[config.mk]
export PLATFORM = sky130hd
export DESIGN_NAME = apb_master_arb_flat
export DESIGN_NICKNAME = d
export VERILOG_FILES = /design/src/rtl/apb_pkg.sv /design/src/rtl/apb_master_arb_if.sv /design/src/rtl/apb_rr_arb2.sv /design/src/rtl/apb_master_arb.sv /design/src/flat_wrapper.sv
export SDC_FILE = /design/constraint.sdc
export NUM_CORES = 1
export LEC_CHECK = 0
export BUFFER_PORTS_ARGS = -buffer_cell sky130_fd_sc_hd__buf_4
export CAP_MARGIN = 25
export CELL_PAD_IN_SITES_DETAIL_PLACEMENT = 0
export CELL_PAD_IN_SITES_GLOBAL_PLACEMENT = 2
export CORE_MARGIN = 3
export CORE_UTILIZATION = 24
export DETAILED_ROUTE_END_ITERATION = 10
export PLACE_DENSITY_LB_ADDON = 0.1
export RECOVER_POWER = 100
export SLEW_MARGIN = 10
export SYNTH_ARGS = -nofsm -noshare
export SYNTH_HDL_FRONTEND = slang
export SYNTH_SLANG_ARGS = --single-unit
[constraint.sdc]
create_clock -name pclk -period 1.5 [get_ports pclk]
set_clock_uncertainty 0.2 [all_clocks]
set_input_delay 0.075 -clock pclk [delete_from_list [all_inputs] [get_ports pclk]]
set_output_delay 0.075 -clock pclk [all_outputs]
set_load 0.01 [all_outputs]
[src/rtl/apb_pkg.sv]
// Shared definitions for the two-port APB master and its surroundings.
//   apb_state_t : bus sequencing state, 2-bit encoding
//   APB_ADDR_W  : default address width (register-file class slave)
//   APB_DATA_W  : default data width
package apb_pkg;

    localparam int APB_ADDR_W = 8;
    localparam int APB_DATA_W = 8;

    typedef enum logic [1:0] {
        APB_IDLE   = 2'b00,
        APB_SETUP  = 2'b01,
        APB_ACCESS = 2'b10
    } apb_state_t;

endpackage

[src/rtl/apb_master_arb_if.sv]
// Bundle of requester-side and APB-side signals of apb_master_arb.
//   master modport : the arbitrating APB master (drives ready, rsp*, APB outputs)
//   slave modport  : the environment (requesters and the APB slave)
// Requester N (N=0,1): reqN_valid/write/addr/wdata in, reqN_ready out,
//   rspN_valid/rdata/err out.  APB: psel, penable, pwrite, paddr, pwdata out;
//   prdata, pready in.
interface apb_master_arb_if
    import apb_pkg::*;
#(
    parameter int ADDR_W = APB_ADDR_W,
    parameter int DATA_W = APB_DATA_W
);
    logic              req0_valid, req0_ready, req0_write;
    logic [ADDR_W-1:0] req0_addr;
    logic [DATA_W-1:0] req0_wdata;
    logic              req1_valid, req1_ready, req1_write;
    logic [ADDR_W-1:0] req1_addr;
    logic [DATA_W-1:0] req1_wdata;

    logic              rsp0_valid, rsp0_err;
    logic [DATA_W-1:0] rsp0_rdata;
    logic              rsp1_valid, rsp1_err;
    logic [DATA_W-1:0] rsp1_rdata;

    logic              psel, penable, pwrite, pready;
    logic [ADDR_W-1:0] paddr;
    logic [DATA_W-1:0] pwdata, prdata;

    modport master (
        input  req0_valid, req0_write, req0_addr, req0_wdata,
        input  req1_valid, req1_write, req1_addr, req1_wdata,
        output req0_ready, req1_ready,
        output rsp0_valid, rsp0_err, rsp0_rdata,
        output rsp1_valid, rsp1_err, rsp1_rdata,
        output psel, penable, pwrite, paddr, pwdata,
        input  prdata, pready
    );

    modport slave (
        output req0_valid, req0_write, req0_addr, req0_wdata,
        output req1_valid, req1_write, req1_addr, req1_wdata,
        input  req0_ready, req1_ready,
        input  rsp0_valid, rsp0_err, rsp0_rdata,
        input  rsp1_valid, rsp1_err, rsp1_rdata,
        input  psel, penable, pwrite, paddr, pwdata,
        output prdata, pready
    );

endinterface

[src/rtl/apb_rr_arb2.sv]
// Two-way round-robin arbiter, purely combinational.
//   req[1:0]  : pending requests
//   last_gnt  : index of the most recent winner
//   advance   : arbitration allowed this cycle; no grant otherwise
//   gnt[1:0]  : one-hot grant, or zero
module apb_rr_arb2 (
    input  logic [1:0] req,
    input  logic       last_gnt,
    input  logic       advance,
    output logic [1:0] gnt
);

    always_comb begin
        gnt = 2'b00;
        if (advance) begin
            // A lone requester always wins; on contention the one that did not win last goes.
            if (req == 2'b11) gnt = last_gnt ? 2'b01 : 2'b10;
            else              gnt = req;
        end
    end

endmodule

[src/rtl/apb_master_arb.sv]
// Two-port APB master with round-robin arbitration onto one APB slave.
// Each transfer runs IDLE -> SETUP -> ACCESS (held until pready) and the
// result is returned to the requester that issued it as a one-cycle rspN_valid.
// Ports:
//   pclk : clock, rising edge
//   prst : synchronous active-high reset
//   bus  : apb_master_arb_if.master (requester handshakes, responses, APB bus)
// Optional build macro:
//   APB_TIMEOUT_EN : abort an ACCESS after TIMEOUT cycles without pready and
//                    report it with rspN_err; without it ACCESS waits forever.
module apb_master_arb
    import apb_pkg::*;
#(
    parameter int ADDR_W  = APB_ADDR_W,
    parameter int DATA_W  = APB_DATA_W,
    parameter int TIMEOUT = 16
) (
    input logic              pclk,
    input logic              prst,
    apb_master_arb_if.master bus
);

    apb_state_t        state;
    logic              gnt_id;
    logic              last_gnt;
    logic              psel_q, penable_q, pwrite_q;
    logic [ADDR_W-1:0] paddr_q;
    logic [DATA_W-1:0] pwdata_q;
    logic [1:0]        rsp_valid_q, rsp_err_q;
    logic [DATA_W-1:0] rsp_rdata_q [2];

    logic [1:0]        gnt;
    logic              arb_advance;
    logic              win_write;
    logic [ADDR_W-1:0] win_addr;
    logic [DATA_W-1:0] win_wdata;

`ifdef APB_TIMEOUT_EN
    localparam int TMO_W = $clog2(TIMEOUT + 1);
    logic [TMO_W-1:0]  tmo_cnt;
`endif

    // Grants are only offered while idle; the reset gate keeps ready low
    // through the reset cycles even though state is already IDLE.
    assign arb_advance = (state == APB_IDLE) && !prst;

    apb_rr_arb2 u_arb (
        .req      ({bus.req1_valid, bus.req0_valid}),
        .last_gnt (last_gnt),
        .advance  (arb_advance),
        .gnt      (gnt)
    );

    assign win_write = gnt[1] ? bus.req1_write : bus.req0_write;
    assign win_addr  = gnt[1] ? bus.req1_addr  : bus.req0_addr;
    assign win_wdata = gnt[1] ? bus.req1_wdata : bus.req0_wdata;

    always_ff @(posedge pclk) begin
        if (prst) begin
            state          <= APB_IDLE;
            gnt_id         <= 1'b0;
            last_gnt       <= 1'b1;
            psel_q         <= 1'b0;
            penable_q      <= 1'b0;
            pwrite_q       <= 1'b0;
            paddr_q        <= '0;
            pwdata_q       <= '0;
            rsp_valid_q    <= 2'b00;
            rsp_err_q      <= 2'b00;
            rsp_rdata_q[0] <= '0;
            rsp_rdata_q[1] <= '0;
`ifdef APB_TIMEOUT_EN
            tmo_cnt        <= '0;
`endif
        end else begin
            rsp_valid_q <= 2'b00;
            case (state)
                APB_IDLE: begin
                    if (gnt != 2'b00) begin
                        gnt_id   <= gnt[1];
                        last_gnt <= gnt[1];
                        pwrite_q <= win_write;
                        paddr_q  <= win_addr;
                        pwdata_q <= win_wdata;
                        psel_q   <= 1'b1;
                        state    <= APB_SETUP;
`ifdef APB_TIMEOUT_EN
                        tmo_cnt  <= '0;
`endif
                    end
                end
                APB_SETUP: begin
                    penable_q <= 1'b1;
                    state     <= APB_ACCESS;
                end
                APB_ACCESS: begin
                    // pready takes priority over a timeout landing in the same cycle.
                    if (bus.pready) begin
                        psel_q              <= 1'b0;
                        penable_q           <= 1'b0;
                        state               <= APB_IDLE;
                        rsp_valid_q[gnt_id] <= 1'b1;
                        rsp_err_q[gnt_id]   <= 1'b0;
                        rsp_rdata_q[gnt_id] <= pwrite_q ? '0 : bus.prdata;
                    end
`ifdef APB_TIMEOUT_EN
                    // Count reaching TIMEOUT on this cycle: abort the transfer.
                    else if (tmo_cnt == TMO_W'(TIMEOUT - 1)) begin
                        psel_q              <= 1'b0;
                        penable_q           <= 1'b0;
                        state               <= APB_IDLE;
                        rsp_valid_q[gnt_id] <= 1'b1;
                        rsp_err_q[gnt_id]   <= 1'b1;
                        rsp_rdata_q[gnt_id] <= '0;
                    end else begin
                        tmo_cnt <= tmo_cnt + 1'b1;
                    end
`endif
                end
                default: state <= APB_IDLE;
            endcase
        end
    end

    assign bus.req0_ready = gnt[0];
    assign bus.req1_ready = gnt[1];
    assign bus.psel       = psel_q;
    assign bus.penable    = penable_q;
    assign bus.pwrite     = pwrite_q;
    assign bus.paddr      = paddr_q;
    assign bus.pwdata     = pwdata_q;
    assign bus.rsp0_valid = rsp_valid_q[0];
    assign bus.rsp1_valid = rsp_valid_q[1];
    assign bus.rsp0_err   = rsp_err_q[0];
    assign bus.rsp1_err   = rsp_err_q[1];
    assign bus.rsp0_rdata = rsp_rdata_q[0];
    assign bus.rsp1_rdata = rsp_rdata_q[1];

endmodule

[src/flat_wrapper.sv]
// flat-port wrapper written by rule: the top's interface ports become plain ports
module apb_master_arb_flat import apb_pkg::*;
#(
    parameter int ADDR_W  = APB_ADDR_W,
    parameter int DATA_W  = APB_DATA_W,
    parameter int TIMEOUT = 16
)
  (pclk, prst, bus_req0_valid, bus_req0_write, bus_req0_addr, bus_req0_wdata, bus_req1_valid, bus_req1_write, bus_req1_addr, bus_req1_wdata, bus_req0_ready, bus_req1_ready, bus_rsp0_valid, bus_rsp0_err, bus_rsp0_rdata, bus_rsp1_valid, bus_rsp1_err, bus_rsp1_rdata, bus_psel, bus_penable, bus_pwrite, bus_paddr, bus_pwdata, bus_prdata, bus_pready);
  apb_master_arb_if #(.ADDR_W(ADDR_W), .DATA_W(DATA_W)) bus_i ();
  input logic pclk;
  input logic prst;
  input wire logic [$bits(bus_i.req0_valid)-1:0] bus_req0_valid;
  input wire logic [$bits(bus_i.req0_write)-1:0] bus_req0_write;
  input wire logic [$bits(bus_i.req0_addr)-1:0] bus_req0_addr;
  input wire logic [$bits(bus_i.req0_wdata)-1:0] bus_req0_wdata;
  input wire logic [$bits(bus_i.req1_valid)-1:0] bus_req1_valid;
  input wire logic [$bits(bus_i.req1_write)-1:0] bus_req1_write;
  input wire logic [$bits(bus_i.req1_addr)-1:0] bus_req1_addr;
  input wire logic [$bits(bus_i.req1_wdata)-1:0] bus_req1_wdata;
  output wire logic [$bits(bus_i.req0_ready)-1:0] bus_req0_ready;
  output wire logic [$bits(bus_i.req1_ready)-1:0] bus_req1_ready;
  output wire logic [$bits(bus_i.rsp0_valid)-1:0] bus_rsp0_valid;
  output wire logic [$bits(bus_i.rsp0_err)-1:0] bus_rsp0_err;
  output wire logic [$bits(bus_i.rsp0_rdata)-1:0] bus_rsp0_rdata;
  output wire logic [$bits(bus_i.rsp1_valid)-1:0] bus_rsp1_valid;
  output wire logic [$bits(bus_i.rsp1_err)-1:0] bus_rsp1_err;
  output wire logic [$bits(bus_i.rsp1_rdata)-1:0] bus_rsp1_rdata;
  output wire logic [$bits(bus_i.psel)-1:0] bus_psel;
  output wire logic [$bits(bus_i.penable)-1:0] bus_penable;
  output wire logic [$bits(bus_i.pwrite)-1:0] bus_pwrite;
  output wire logic [$bits(bus_i.paddr)-1:0] bus_paddr;
  output wire logic [$bits(bus_i.pwdata)-1:0] bus_pwdata;
  input wire logic [$bits(bus_i.prdata)-1:0] bus_prdata;
  input wire logic [$bits(bus_i.pready)-1:0] bus_pready;
  assign bus_i.req0_valid = bus_req0_valid;
  assign bus_i.req0_write = bus_req0_write;
  assign bus_i.req0_addr = bus_req0_addr;
  assign bus_i.req0_wdata = bus_req0_wdata;
  assign bus_i.req1_valid = bus_req1_valid;
  assign bus_i.req1_write = bus_req1_write;
  assign bus_i.req1_addr = bus_req1_addr;
  assign bus_i.req1_wdata = bus_req1_wdata;
  assign bus_req0_ready = bus_i.req0_ready;
  assign bus_req1_ready = bus_i.req1_ready;
  assign bus_rsp0_valid = bus_i.rsp0_valid;
  assign bus_rsp0_err = bus_i.rsp0_err;
  assign bus_rsp0_rdata = bus_i.rsp0_rdata;
  assign bus_rsp1_valid = bus_i.rsp1_valid;
  assign bus_rsp1_err = bus_i.rsp1_err;
  assign bus_rsp1_rdata = bus_i.rsp1_rdata;
  assign bus_psel = bus_i.psel;
  assign bus_penable = bus_i.penable;
  assign bus_pwrite = bus_i.pwrite;
  assign bus_paddr = bus_i.paddr;
  assign bus_pwdata = bus_i.pwdata;
  assign bus_i.prdata = bus_prdata;
  assign bus_i.pready = bus_pready;
  apb_master_arb #(.ADDR_W(ADDR_W), .DATA_W(DATA_W), .TIMEOUT(TIMEOUT)) u_core (.pclk(pclk), .prst(prst), .bus(bus_i));
endmodule
# Word level (Yosys, flattened, before mapping)
# Memory sizes are Yosys's and may differ from the RTL's.
# Index checks and enable logic that the tools add are counted.
# classes
n_lt_le_gt_ge,2
n_eq_ne,5
mux,25
bitwise,4
reduce_logical,14
# op_table
cell,count
$mux W8,4
$mux W1,12
$mux W2,5
$reduce_and A2 Y1,4
$reduce_or A8 Y1,1
$pmux W2 S3,1
$reduce_bool A2 Y1,3
$eq A2 B2 Y1 const B,2
$ne A2 B2 Y1 const B,2
$pmux W1 S2,2
$reduce_and A3 Y1,1
$reduce_or A3 Y1,1
$and A2 B2 Y2,1
$eq A2 B1 Y1 const B,1
$logic_and A1 B1 Y1,2
$logic_not A2 Y1,1
$lt A1 B2 Y1 const B,1
$not A1 Y1,2
$not A2 Y2,1
$demux W1 S1,1
$ge A1 B1 Y1 const B,1
$logic_not A1 Y1,1
# word_totals
reg_bits,27
mem_bits_rw,16
in_bits,47
output_inout_bits,41
n_memories,1
# mem_list
memory,depth,word_bits,read_ports,rd_ports_with_merged_regs,write_ports,line,text
u_core.rsp_rdata_q,2,8,2,0,2,apb_master_arb.sv:30,logic [DATA_W-1:0] rsp_rdata_q [2];

# Depth between registers and ports, before layout
# Gate-level depths: netlist of run 1.
# depth
word_depth,6
ltp_mapped,6
depth_no_buf,3

# Modules after synthesis
# A second synthesis of run 1 with hierarchy kept.
# hier_totals
cells_unflattened,169
area_unflattened_um2,1849.3
# by_module_without_submodules
mod,instances,cells_each,area_per_inst_um2,seq_area_each_um2
apb_master_arb,1,164,1828.0,1021.0
apb_rr_arb2,1,5,21.3,0.0

# Least setup slack after synthesis of run 1
# Ideal clock, no wire load.
# synth_path
path_type,reg2reg
from,reg u_core.state[1]
to,reg u_core.last_gnt
setup_time_ns,0.143
arrival_time_ns,1.249
slack_ns,-0.093
path_stages_with_launch,5
period_less_slack_ns,1.593
cell_sequence,dfxtp_1 > buf_6 > or3_4 > a211oi_2 > o221ai_1
# synth_between
elab_chain_len,5
# synth_rtl
element,line,text
from (decl),apb_master_arb.sv:23,apb_state_t state;
from (signal assigned),apb_master_arb.sv:60,state <= APB_IDLE;
from (signal assigned),apb_master_arb.sv:86,state <= APB_SETUP;
from (signal assigned),apb_master_arb.sv:94,state <= APB_ACCESS;
$logic_not A2 Y1,apb_master_arb.sv:45,assign arb_advance = (state == APB_IDLE) && !prst;
$logic_and A1 B1 Y1,apb_master_arb.sv:45,
$mux W2,apb_rr_arb2.sv:15,if (advance) begin
named net bus_req0_ready,flat_wrapper.sv:20,output wire logic [$bits(bus_i.req0_ready)-1:0] bus_req0_ready;
$reduce_bool A2 Y1,apb_master_arb.sv:79,if (gnt != 2'b00) begin
$reduce_and A2 Y1 (no source line),-,
to (signal assigned),apb_master_arb.sv:81,last_gnt <= gnt[1];
to (decl),apb_master_arb.sv:25,logic last_gnt;
# The timed path passes the listed nets, and every way through them passes these cells.
# A chain may end at the register's enable or synchronous reset.

# Worst setup path after layout of run 1
# layout_path
from,reg u_core.state[0]
to,out bus_req0_ready
# layout_between
elab_chain_len,3
# layout_rtl
element,line
$logic_not A2 Y1,apb_master_arb.sv:45
$logic_and A1 B1 Y1,apb_master_arb.sv:45
$mux W2,apb_rr_arb2.sv:15
to (decl),flat_wrapper.sv:20
# No other way between the ends.

==> results.txt, run 1 <==
----------------------------------------------------
[Timing]
  Final setup violation count ... 52
  Highest achievable clock rate ... 597.8 MHz
  Worst Setup Slack, final ... -172.9 ps
  Setup repair after global routing missed its margin ... yes
  Final worst hold slack ... -1.321 ps
  Least-Margin Pin Slew ... 364.9 ps
  Final worst path period need ... 1673 ps
  Max Slew Vio Count ... 0
  Endpoints failing hold ... 1
  Final cycle utilization of the critical path ... 1.115
  Slew margin rel. ... 0.7564

[Route]
  Total Wirelength ... 6861 um
  Via density ... 4.526
  Total via count in the routed design ... 2005
  DRC violation count after routing ... 0
  Antenna-violating nets left ... 0
  Drt pass-1 iters ... 5
  Wire per inst ... 15.49 um
  DRC marker count from the first detailed-route iteration ... 39

[Global routing]
  Pin count of the biggest net entering global routing ... 18
  Number of global-route vias before repair ... 2149
  GRT Resource Usage Total ... 0.1516
  Number of antenna violations at the first check in global routing ... 0
  Gr ovfl total ... 0
  Wire length of the first global-routing pass ... 10670 um

[Clock network]
  TritonCTS clock tree ... yes
  Maximum clock insertion buffer count ... 2
  Clock transition at the registers of the reported paths ... 90 ps
  Later-pin clock latency in the skew report ... 290 ps
  CTS H-tree depth ... 2
  Clock buffer count from CTS ... 5
  Buffer cell driving the clock tree root ... sky130_fd_sc_hd__clkbuf_8
  Total clock sinks ... 43

[Synth]
  Number of synthesis warnings ... 0
  Leading area contributor after synthesis ... sky130_fd_sc_hd__dfxtp_1
  Post-Syn Nets ... 233
  Gate count of the mapped netlist ... 186
  Number of synthesized register bits ... 43
  Share of the synthesized area in the top cell type ... 0.2782
  Post-synthesis cell area ... 0.001943 mm2
  Share of flip-flops with an asynchronous set or reset after synthesis ... 0
  Main flop type after synthesis ... sky130_fd_sc_hd__dfxtp_1
  Post-synth EDFFs ... 16
  Top cells by area, synth ... sky130_fd_sc_hd__dfxtp_1 (28%), sky130_fd_sc_hd__edfxtp_1 (25%), sky130_fd_sc_hd__a311oi_2 (6.2%)
  Sequential cell area fraction in the yosys report ... 0.5254
  Netlist cell types ... 34
  Mean cell area of the mapped netlist ... 10.45 um2

[Worst setup path]
  Signal arrival time at the worst endpoint ... 1400 ps
  Critical path class ... register to output port
  Required time of the worst setup path ... 1220 ps
  Register-to-register setup slack ... -130 ps
  Sort of element at the start of the critical path ... register
  CP endpoint kind ... output port
  CP Max Fanout ... 3

[Run]
  Number of max-capacitance violations reported ... 0

[Floorplan]
  Area of the die ... 0.009212 mm2
  Num ports ... 88
  Number of placement rows ... 32
  Initial core utilization ... 0.2489
  Floorplan die height ... 95.98 um
  Die width ... 95.98 um
  Core box area ... 0.007807 mm2

[Placement]
  Number of cells after detailed placement ... 378
  Post-DP HPWL ... 4269 um
  Count of buffers from port buffering ... 87
  Routability cong. ... 0.7086
  Area post-placement ... 0.002803 mm2
  Post-placement worst setup slack ... -41.71 ps

[Pwr]
  Ratio of total power to cell area ... 829.7 mW/mm2
  Leakage component of the power ... 1.361 nW
  Largest voltage drop on the vdd net ... 0.3700 mV

[Outcome]
  Status ... finished with violations
  Violations in the final reports ... negative hold slack, negative setup slack

[Finish]
  Post-route insts no fill ... 443
  Nets ... 387
  Share of the core filled with cells ... 0.4535
  Final design area excluding fillers ... 0.003541 mm2
  Antenna diode count ... 0
  Share of cells above drive strength 1 ... 0.3988
  Growth of design area from synthesis to finish ... 82.23%

[Hold path]
  Hold crit path type ... input pin to register

----------------------------------------------------
==> final timing paths <==
check / from / end / cells past startpoint
worst max-delay path: u_core.state[0] / bus_req0_ready / 3
worst min-delay path: prst / u_core.bus.pwdata[0] / 3
worst max register to register: u_core.state[0] / u_core.bus.pwdata[5] / 7
worst min register to register: u_core.rsp_err_q[0] / u_core.rsp_err_q[0] / 2
==> per-layer routing <==
metal / wire, um / GRT usage
met5: 0 / 0
met3: 320 / 0.02893
met2: 3323 / 0.2599
met4: 46 / 0.03199
met1: 3170 / 0.1976
==> registers in the layout (all words and copies together), names as in the netlist <==
name,count
u_core.bus.pwdata,8
u_core.last_gnt,1
u_core.bus.pwrite,1
u_core.rsp_err_q,2
u_core.gnt_id,1
u_core.bus.penable,1
u_core.bus.psel,1
u_core.rsp_valid_q,2
u_core.state,2
u_core.rsp_rdata_q,16
u_core.bus.paddr,8
==> layout by cell type (no fill, tap or decap), types with 2 or more instances in the layout <==
cell type and count:
sky130_fd_sc_hd__clkbuf_1 40, sky130_fd_sc_hd__a311oi_2 9, sky130_fd_sc_hd__buf_8 3, sky130_fd_sc_hd__o21ai_2 9, sky130_fd_sc_hd__nor2_1 11, sky130_fd_sc_hd__a311oi_1 8
sky130_fd_sc_hd__clkinv_2 3, sky130_fd_sc_hd__nand2_1 2, sky130_fd_sc_hd__buf_6 10, sky130_fd_sc_hd__o21ai_1 2, sky130_fd_sc_hd__nand2b_1 9, sky130_fd_sc_hd__edfxtp_1 16
sky130_fd_sc_hd__dlygate4sd3_1 43, sky130_fd_sc_hd__nor2_2 10, sky130_fd_sc_hd__nand3_1 17, sky130_fd_sc_hd__dfxtp_1 25, sky130_fd_sc_hd__buf_12 6, sky130_fd_sc_hd__buf_4 58
sky130_fd_sc_hd__o21ai_4 6, sky130_fd_sc_hd__inv_1 8, sky130_fd_sc_hd__a21oi_1 16, sky130_fd_sc_hd__clkbuf_8 5
==> where the power goes <==
part | total, mW | switching [mW] | internal (mW)
logic | 0.857 | 0.403 | 0.454
clock network | 0.739 | 0.419 | 0.320
registers | 1.34 | 0.0514 | 1.29
total | 2.94 | 0.873 | 2.06
==> cell usage after synthesis (2+ instances only) <==
library cell               count
sky130_fd_sc_hd__dfxtp_1      27
sky130_fd_sc_hd__a21oi_1      17
sky130_fd_sc_hd__a311oi_2      8
sky130_fd_sc_hd__buf_2         4
sky130_fd_sc_hd__nor2_1       22
sky130_fd_sc_hd__buf_1         2
sky130_fd_sc_hd__clkbuf_1      2
sky130_fd_sc_hd__buf_6         6
sky130_fd_sc_hd__o21ai_0       6
sky130_fd_sc_hd__edfxtp_1     16
sky130_fd_sc_hd__inv_1         8
sky130_fd_sc_hd__o21ai_1      11
sky130_fd_sc_hd__nand2b_1      9
sky130_fd_sc_hd__a311oi_1      9
sky130_fd_sc_hd__nand3_1      18
sky130_fd_sc_hd__nor2b_1       2
sky130_fd_sc_hd__nand2_1       2
==> cell type report <==
cell class	count	area, um2
Clock buffer	5	68.82
Clock inverter	3	15.01
Fill cell	809	4267
Inverter	8	30.03
Multi-Input combinational cell	119	932.1
Sequential cell	43	1026
Tap cell	102	127.6
Timing Repair Buffer	163	1341
==> what timing repair did <==
item,CTS,global route
pin swaps,27,12
cloned,3,1
resized for setup,34,33
setup endpoints to repair,22,52
hold endpoints to repair,35,0
setup buffers,8,1
hold buffers,44,0
==> logic make-up (layout without fill, tap and decap cells) <==
logic type      after synthesis  in the layout  share of synthesized area
compound gates               60             60                     0.2331
buf+inv                      24            179                    0.08242
flops                        43             43                     0.5254
mux                           1              1                   0.005152
simple gates                 58             58                     0.1539
==> through the flow <==
stage | power, mW | TNS [ps]
floorplan | 1.709 | -74.32
global placement | 2.030 | -12.00
detailed placement | 2.029 | -156.8
CTS | 2.993 | -2903
global route | 3.088 | -6526
finish | 2.938 | -2998
==> worst max-delay path: stages, from the launching register on <==
cell                       delay, ps
sky130_fd_sc_hd__dfxtp_4         350
sky130_fd_sc_hd__or3_4           420
sky130_fd_sc_hd__a211oi_4        200
sky130_fd_sc_hd__buf_6           140
(Power assumes the default switching activity.)
==> inputs of run 2 (changes only) <==
Settings changed: CELL_PAD_IN_SITES_DETAIL_PLACEMENT 0 to 2.
==> run 2 against run 1 <==
  * The flow finishes with violations (negative setup slack)
  * Sequential share of layout area fell by 2.3 points
  * Final cell count rose by 1.4%
  * Non-clock buffer count rose by 6
  * Total power rose by 13%
  * Clock-buffer cell count did not move
  * Via count rose by 8.0%
  * Sequential power barely moved
  * Critical path depth rose by 4
  * Register-to-register slack got worse by 200 ps
  * Die area did not move
  * First-iteration DRC count rose by 85%
  * Sequential cell count did not move
==> results.txt, run 2 (same netlist as run 1, synthesis figures left out) <==
----------------------------------------------------
[Outcome]
  Status ... finished with violations (unchanged)
  Violations in the final reports ... negative setup slack (was negative hold slack, negative setup slack)

[Placement]
  Count of buffers from port buffering ... 87 (unchanged)
  Routability cong. ... 0.7086 (unchanged)
  Post-DP HPWL ... 4695 um (was 4269 um)
  Number of cells after detailed placement ... 378 (unchanged)
  Post-placement worst setup slack ... -66.01 ps (was -41.71 ps)

[Clock network]
  Clock transition at the registers of the reported paths ... 90 ps (about the same)
  Clock buffer count from CTS ... 5 (unchanged)
  Total clock sinks ... 43 (unchanged)
  Maximum clock insertion buffer count ... 2 (unchanged)
  CTS H-tree depth ... 2 (unchanged)
  TritonCTS clock tree ... yes (unchanged)
  Buffer cell driving the clock tree root ... sky130_fd_sc_hd__clkbuf_8 (unchanged)
  Later-pin clock latency in the skew report ... 310 ps (was 290 ps)

[Global routing]
  Number of antenna violations at the first check in global routing ... 0 (unchanged)
  Pin count of the biggest net entering global routing ... 18 (unchanged)
  Gr ovfl total ... 0 (unchanged)
  Number of global-route vias before repair ... 2312 (was 2149)
  Wire length of the first global-routing pass ... 12900 um (was 10670 um)
  GRT Resource Usage Total ... 0.1869 (was 0.1516)

[Worst setup path]
  CP endpoint kind ... register (was output port)
  Register-to-register setup slack ... -330 ps (was -130 ps)
  Signal arrival time at the worst endpoint ... 1840 ps (was 1400 ps)
  Number of cells on the worst reg-to-reg path ... 7 (unchanged)
  Sort of element at the start of the critical path ... register (unchanged)
  Critical path class ... register to register (was register to output port)
  CP Max Fanout ... 8 (was 3)
  Required time of the worst setup path ... 1510 ps (was 1220 ps)

[Timing]
  Least-Margin Pin Slew ... 425.6 ps (was 364.9 ps)
  Setup repair after global routing missed its margin ... yes (unchanged)
  Final setup violation count ... 56 (was 52)
  Max Slew Vio Count ... 0 (unchanged)
  Endpoints failing hold ... 0 (was 1)
  Final cycle utilization of the critical path ... 1.222 (was 1.115)
  Final worst path period need ... 1833 ps (was 1673 ps)
  Slew margin rel. ... 0.7159 (was 0.7564)
  Worst Setup Slack, final ... -333.4 ps (was -172.9 ps)
  Highest achievable clock rate ... 545.4 MHz (was 597.8 MHz)

[Route]
  Antenna-violating nets left ... 0 (unchanged)
  Total via count in the routed design ... 2165 (was 2005)
  Wire per inst ... 21.68 um (was 15.49 um)
  Drt pass-1 iters ... 4 (was 5)
  DRC marker count from the first detailed-route iteration ... 72 (was 39)
  DRC violation count after routing ... 0 (unchanged)
  Total Wirelength ... 9735 um (was 6861 um)
  Via density ... 4.822 (was 4.526)

[Floorplan]
  Core box area ... 0.007807 mm2 (unchanged)
  Initial core utilization ... 0.2489 (unchanged)
  Die width ... 95.98 um (unchanged)
  Area of the die ... 0.009212 mm2 (unchanged)
  Floorplan die height ... 95.98 um (unchanged)
  Num ports ... 88 (unchanged)
  Number of placement rows ... 32 (unchanged)

[Pwr]
  Largest voltage drop on the vdd net ... 0.3646 mV (was 0.3700 mV)
  Leakage component of the power ... 1.438 nW (was 1.361 nW)
  Total power ... 3.311 mW (was 2.938 mW)
  Ratio of total power to cell area ... 858.0 mW/mm2 (was 829.7 mW/mm2)

[Hold path]
  Cell count of the worst hold path ... 4 (was 3)
  Hold crit path type ... input pin to register (unchanged)

[Finish]
  Flip-flop count of the largest register, all copies and words added ... 16 (unchanged)
  Antenna diode count ... 0 (unchanged)
  Share of cells above drive strength 1 ... 0.5043 (was 0.3988)
  Leading cell types in the layout, fill and taps excluded ... sky130_fd_sc_hd__buf_4 (59), sky130_fd_sc_hd__dlygate4sd3_1 (44), sky130_fd_sc_hd__clkbuf_1 (40) (was sky130_fd_sc_hd__buf_4 (58), sky130_fd_sc_hd__dlygate4sd3_1 (43), sky130_fd_sc_hd__clkbuf_1 (40))
  Sequential cell area in the final layout ... 0.001028 mm2 (was 0.001026 mm2)
  Growth of design area from synthesis to finish ... 98.58% (was 82.23%)
  Nets ... 393 (was 387)
  Count of filler cells inserted in the layout ... 800 (was 809)
  Most common library cell in the layout ignoring fill and taps ... sky130_fd_sc_hd__buf_4 (unchanged)
  Largest register by flop count ... u_core.rsp_rdata_q (unchanged)
  Post-route insts no fill ... 449 (was 443)
  Area of combinational cells with multiple inputs ... 0.001126 mm2 (was 932.1 um2)

[Run]
  Number of max-capacitance violations reported ... 0 (unchanged)

----------------------------------------------------
-- run 2: changes by cell type in the layout (fill, tap and decap cells not counted), sizes merged --
cell | before | now
bufinv | 0 | 1
buf | 78 | 83
dlygate4sd3 | 43 | 44
clkinv | 3 | 2
-- run 2: path summary, 6_finish.rpt --
kind | end | from
setup / recovery | u_core.bus.pwrite | u_core.state[0]
hold / removal | u_core.last_gnt | bus_req1_valid
setup reg to reg | u_core.bus.pwrite | u_core.state[0]
hold reg to reg | u_core.rsp_err_q[0] | u_core.rsp_err_q[0]
-- run 2: cell type report --
| class | count | area share |
|---|---|---|
| well taps | 102 | 0.03307 |
| repair buffers | 169 | 0.3729 |
| clock buffers | 5 | 0.01783 |
| flip-flops and latches | 43 | 0.2665 |
| inverters | 8 | 0.007782 |
| clock inverters | 3 | 0.01005 |
| multi-input cells | 119 | 0.2918 |
-- run 2: critical path: stages, from the launching register on --
cell and delay, ps:
sky130_fd_sc_hd__dfxtp_4 350, sky130_fd_sc_hd__buf_4 130, sky130_fd_sc_hd__buf_6 110, sky130_fd_sc_hd__nor3_4 220, sky130_fd_sc_hd__buf_12 170, sky130_fd_sc_hd__buf_12 140, sky130_fd_sc_hd__nand3_4 70, sky130_fd_sc_hd__a311oi_2 330
-- run 2: metrics by stage --
step / utilization / hold WS [ps] / TNS [ps] / instance area, um2
after detailed placement: 0.3590 / 177.3 / -552.8 / 2803
after CTS: 0.4795 / 26.04 / -3883 / 3744
final: 0.4942 / 37.78 / -7662 / 3859
after floorplan: - / 3.925 / -74.32 / 1966
after global placement: 0.3590 / 175.7 / -12.00 / 2803
after global routing: 0.4942 / 67.22 / -9980 / 3859
-- run 2: report_power, final --
| part | switching [mW] | internal, mW | leakage [nW] | total, mW |
|---|---|---|---|---|
| clock | 0.454 | 0.489 | 0.0556 | 0.943 |
| combinational | 0.501 | 0.511 | 0.994 | 1.01 |
| sequential | 0.0653 | 1.29 | 0.389 | 1.36 |
| total | 1.02 | 2.29 | 1.44 | 3.31 |
-- run 2: per-layer routing --
metal | up-vias | track usage | routed length, um
met5 | - | 0 | 0
met4 | 0 | 0.03318 | 227
met3 | 18 | 0.04144 | 368
met2 | 63 | 0.3422 | 5378
met1 | 1079 | 0.2240 | 3759
li1 | 1005 | - | -
-- run 2: repair_timing --
action	4_1_cts	5_1_grt
gates resized for setup	66	49
pin swaps	45	23
hold buffers	45	0
endpoints found under the hold margin	35	0
endpoints found under the setup margin	51	57
cloned	4	1
buffers inserted	10	5
==> inputs of run 3 (changes only) <==
Settings changed: SKIP_LAST_GASP set to 1.
==> run 3 against run 2 <==
  * The flow still finishes with violations (negative setup slack)
  * Sequential power about the same
  * Non-clock buffer count decreased by 1
  * Register-to-register slack better by 150 ps
  * Routed wire length shrank 8.5%
  * Via count is 1.7% lower
  * Die area unchanged
  * Clock power shrank 2%
  * Fmax increased by 7.9%
  * Critical path type is now register to output port
  * Highest routed layer unchanged
==> results.txt, run 3 (same netlist as run 1, synthesis figures left out) <==
----------------------------------------------------
[Global routing]
  Number of antenna violations at the first check in global routing ... 0 (unchanged)
  Gr ovfl total ... 0 (unchanged)
  Wire length of the first global-routing pass ... 12800 um (was 12900 um)
  GRT Resource Usage Total ... 0.1851 (was 0.1869)
  Pin count of the biggest net entering global routing ... 18 (unchanged)
  Number of global-route vias before repair ... 2316 (was 2312)

[Clock network]
  Later-pin clock latency in the skew report ... 300 ps (was 310 ps)
  Total clock sinks ... 43 (unchanged)
  Clock transition at the registers of the reported paths ... 90 ps (about the same)
  TritonCTS clock tree ... yes (unchanged)
  Maximum clock insertion buffer count ... 2 (unchanged)
  Clock buffer count from CTS ... 5 (unchanged)
  CTS H-tree depth ... 2 (unchanged)
  Buffer cell driving the clock tree root ... sky130_fd_sc_hd__clkbuf_8 (unchanged)

[Route]
  DRC marker count from the first detailed-route iteration ... 55 (was 72)
  Drt pass-1 iters ... 4 (unchanged)
  Wire per inst ... 19.89 um (was 21.68 um)
  Total Wirelength ... 8912 um (was 9735 um)
  DRC violation count after routing ... 0 (unchanged)
  Antenna-violating nets left ... 0 (unchanged)
  Via density ... 4.752 (was 4.822)
  Total via count in the routed design ... 2129 (was 2165)

[Finish]
  Largest register by flop count ... u_core.rsp_rdata_q (unchanged)
  Most common library cell in the layout ignoring fill and taps ... sky130_fd_sc_hd__buf_4 (unchanged)
  Growth of design area from synthesis to finish ... 94.33% (was 98.58%)
  Flip-flop count of the largest register, all copies and words added ... 16 (unchanged)
  Antenna diode count ... 0 (unchanged)
  Nets ... 392 (was 393)
  Leading cell types in the layout, fill and taps excluded ... sky130_fd_sc_hd__buf_4 (61), sky130_fd_sc_hd__dlygate4sd3_1 (44), sky130_fd_sc_hd__clkbuf_1 (40) (was sky130_fd_sc_hd__buf_4 (59), sky130_fd_sc_hd__dlygate4sd3_1 (44), sky130_fd_sc_hd__clkbuf_1 (40))
  Share of the core filled with cells ... 0.4837 (was 0.4942)
  Share of cells above drive strength 1 ... 0.4769 (was 0.5043)

[Worst setup path]
  Critical path class ... register to output port (was register to register)
  End of the worst register-to-register path ... u_core.bus.pwrite (unchanged)
  Worst r2r src ... u_core.state[0] (unchanged)
  Signal arrival time at the worst endpoint ... 1420 ps (was 1840 ps)
  Register-to-register setup slack ... -180 ps (was -330 ps)
  Required time of the worst setup path ... 1220 ps (was 1510 ps)
  Cell type of the slowest stage on the worst timing path ... sky130_fd_sc_hd__or3_4 (was sky130_fd_sc_hd__dfxtp_4)
  Highest cell delay on the worst timing path ... 430 ps (was 350 ps)
  CP endpoint kind ... output port (was register)
  Cell family with the largest share of critical-path delay ... simple AND/OR/NAND/NOR gates (was buffers and inverters)
  Number of cells on the worst reg-to-reg path ... 5 (was 7)
  Chain of cells forming the critical path ... or3_4 -> buf_12 -> nor2_4 -> buf_6 (was buf_4 -> buf_6 -> nor3_4 -> buf_12 -> buf_12 -> nand3_4 -> a311oi_2)
  Number of buffers and inverters on the critical path ... 2 (was 4)
  Sort of element at the start of the critical path ... register (unchanged)
  CP Max Fanout ... 3 (was 8)

[Hold path]
  Sink of the worst hold path ... u_core.last_gnt (unchanged)
  Hold crit path type ... input pin to register (unchanged)
  HP Start ... bus_req1_valid (unchanged)
  Cell count of the worst hold path ... 4 (unchanged)

[Pwr]
  Part of the total power dissipated in combinational logic ... 0.297 (was 0.306)
  Total power ... 3.241 mW (was 3.311 mW)
  Sequential cell fraction of total power ... 0.417 (was 0.409)
  P_sw ... 970.1 uW (was 1.021 mW)
  Ratio of total power to cell area ... 858.3 mW/mm2 (was 858.0 mW/mm2)
  Fraction of power spent switching nets ... 0.2993 (was 0.3082)
  Largest voltage drop on the vdd net ... 0.3682 mV (was 0.3646 mV)
  Clock network power share ... 0.286 (was 0.285)
  Internal Pwr Total ... 2.271 mW (was 2.290 mW)
  Leakage component of the power ... 1.420 nW (was 1.438 nW)

[Outcome]
  Status ... finished with violations (unchanged)
  Violations in the final reports ... negative setup slack (unchanged)

[Timing]
  Max Slew Vio Count ... 0 (unchanged)
  Endpoints failing hold ... 0 (unchanged)
  Highest achievable clock rate ... 588.7 MHz (was 545.4 MHz)
  Final cycle utilization of the critical path ... 1.133 (was 1.222)
  Setup repair after global routing missed its margin ... yes (unchanged)
  Final worst hold slack ... 75.95 ps (was 37.78 ps)
  Worst Setup Slack, final ... -198.8 ps (was -333.4 ps)
  Final setup violation count ... 55 (was 56)
  Least-Margin Pin Slew ... 439.4 ps (was 425.6 ps)
  Slew margin rel. ... 0.7067 (was 0.7159)
  Final worst path period need ... 1699 ps (was 1833 ps)

[Placement]
  Post-DP HPWL ... 4695 um (unchanged)
  Count of buffers from port buffering ... 87 (unchanged)
  Routability cong. ... 0.7086 (unchanged)

[Run]
  Number of max-capacitance violations reported ... 0 (unchanged)

[Floorplan]
  Num ports ... 88 (unchanged)
  Number of placement rows ... 32 (unchanged)
  Die width ... 95.98 um (unchanged)
  Floorplan die height ... 95.98 um (unchanged)
  Initial core utilization ... 0.2489 (unchanged)
  Area of the die ... 0.009212 mm2 (unchanged)
  Core box area ... 0.007807 mm2 (unchanged)

----------------------------------------------------
## run 3: changes by cell type in the layout (fill, tap and decap cells not counted), moves of 3 or more
cell	before	now
sky130_fd_sc_hd__nand3_1	3	8
sky130_fd_sc_hd__nand3_2	14	10
sky130_fd_sc_hd__a311oi_1	3	6
sky130_fd_sc_hd__a311oi_2	14	11
## run 3: layout make-up
| cell class | instances | area [um2] |
|---|---|---|
| fill | 810 | 4031 |
| timing repair buffer | 168 | 1406 |
| multi-input combinational | 119 | 1076 |
| sequential | 43 | 1028 |
| tap | 102 | 127.6 |
| clock buffer | 5 | 68.82 |
| clock inverter | 3 | 38.79 |
| inverter | 8 | 30.03 |
## run 3: metal layers
metal,track usage,vias to the layer above,wire (um)
met5,0,-,0
met4,0.03318,0,53
met3,0.03909,6,317
met2,0.3404,49,4970
met1,0.2216,1075,3570
li1,-,999,-
## run 3: worst min-delay path, cell delays in order
cell and delay, ps:
sky130_fd_sc_hd__buf_4 110, sky130_fd_sc_hd__a211oi_4 60, sky130_fd_sc_hd__buf_4 140, sky130_fd_sc_hd__o221ai_2 150
## run 3: power by group through the flow
stage                     combinational, mW  clock (mW)  sequential, mW
after floorplan                       0.314           0            1.40
after global placement                0.657           0            1.37
after detailed placement              0.664           0            1.38
after CTS                             0.927       0.957            1.35
after global routing                   1.03       0.988            1.36
final                                 0.962       0.926            1.35
## run 3: per-stage QoR
stage / TNS [ps] / cells / worst slack (ps) / cell area, um2
after floorplan: -74.32 / 186 / -22.70 / 1966
after global placement: -12.00 / 378 / -4.324 / 2803
after detailed placement: -552.8 / 378 / -66.01 / 2803
after CTS: -3906 / 445 / -214.3 / 3744
after global routing: -7344 / 448 / -251.9 / 3776
final: -4909 / 448 / -198.8 / 3776
## run 3: worst max-delay path by stage
stage	from	endpoint	slack (ps)	depth (start not counted)
finish	u_core.state[0]	bus_req1_ready	-200	4
global route	u_core.state[0]	bus_req0_ready	-250	3
CTS	u_core.state[0]	bus_req0_ready	-210	3
detailed placement	u_core.state[0]	u_core.bus.pwdata[5]	-70	4
global placement	u_core.state[0]	u_core.bus.paddr[1]	-4	4
floorplan	u_core.state[1]	u_core.last_gnt	-20	4
## run 3: repair_timing
item / CTS / global route
setup buffers: 10 / 4
hold endpoints to repair: 35 / 0
endpoints found under the setup margin: 51 / 57
hold buffers: 45 / 0
resized for setup: 65 / 34
pin swaps: 44 / 17
cloned: 4 / 1
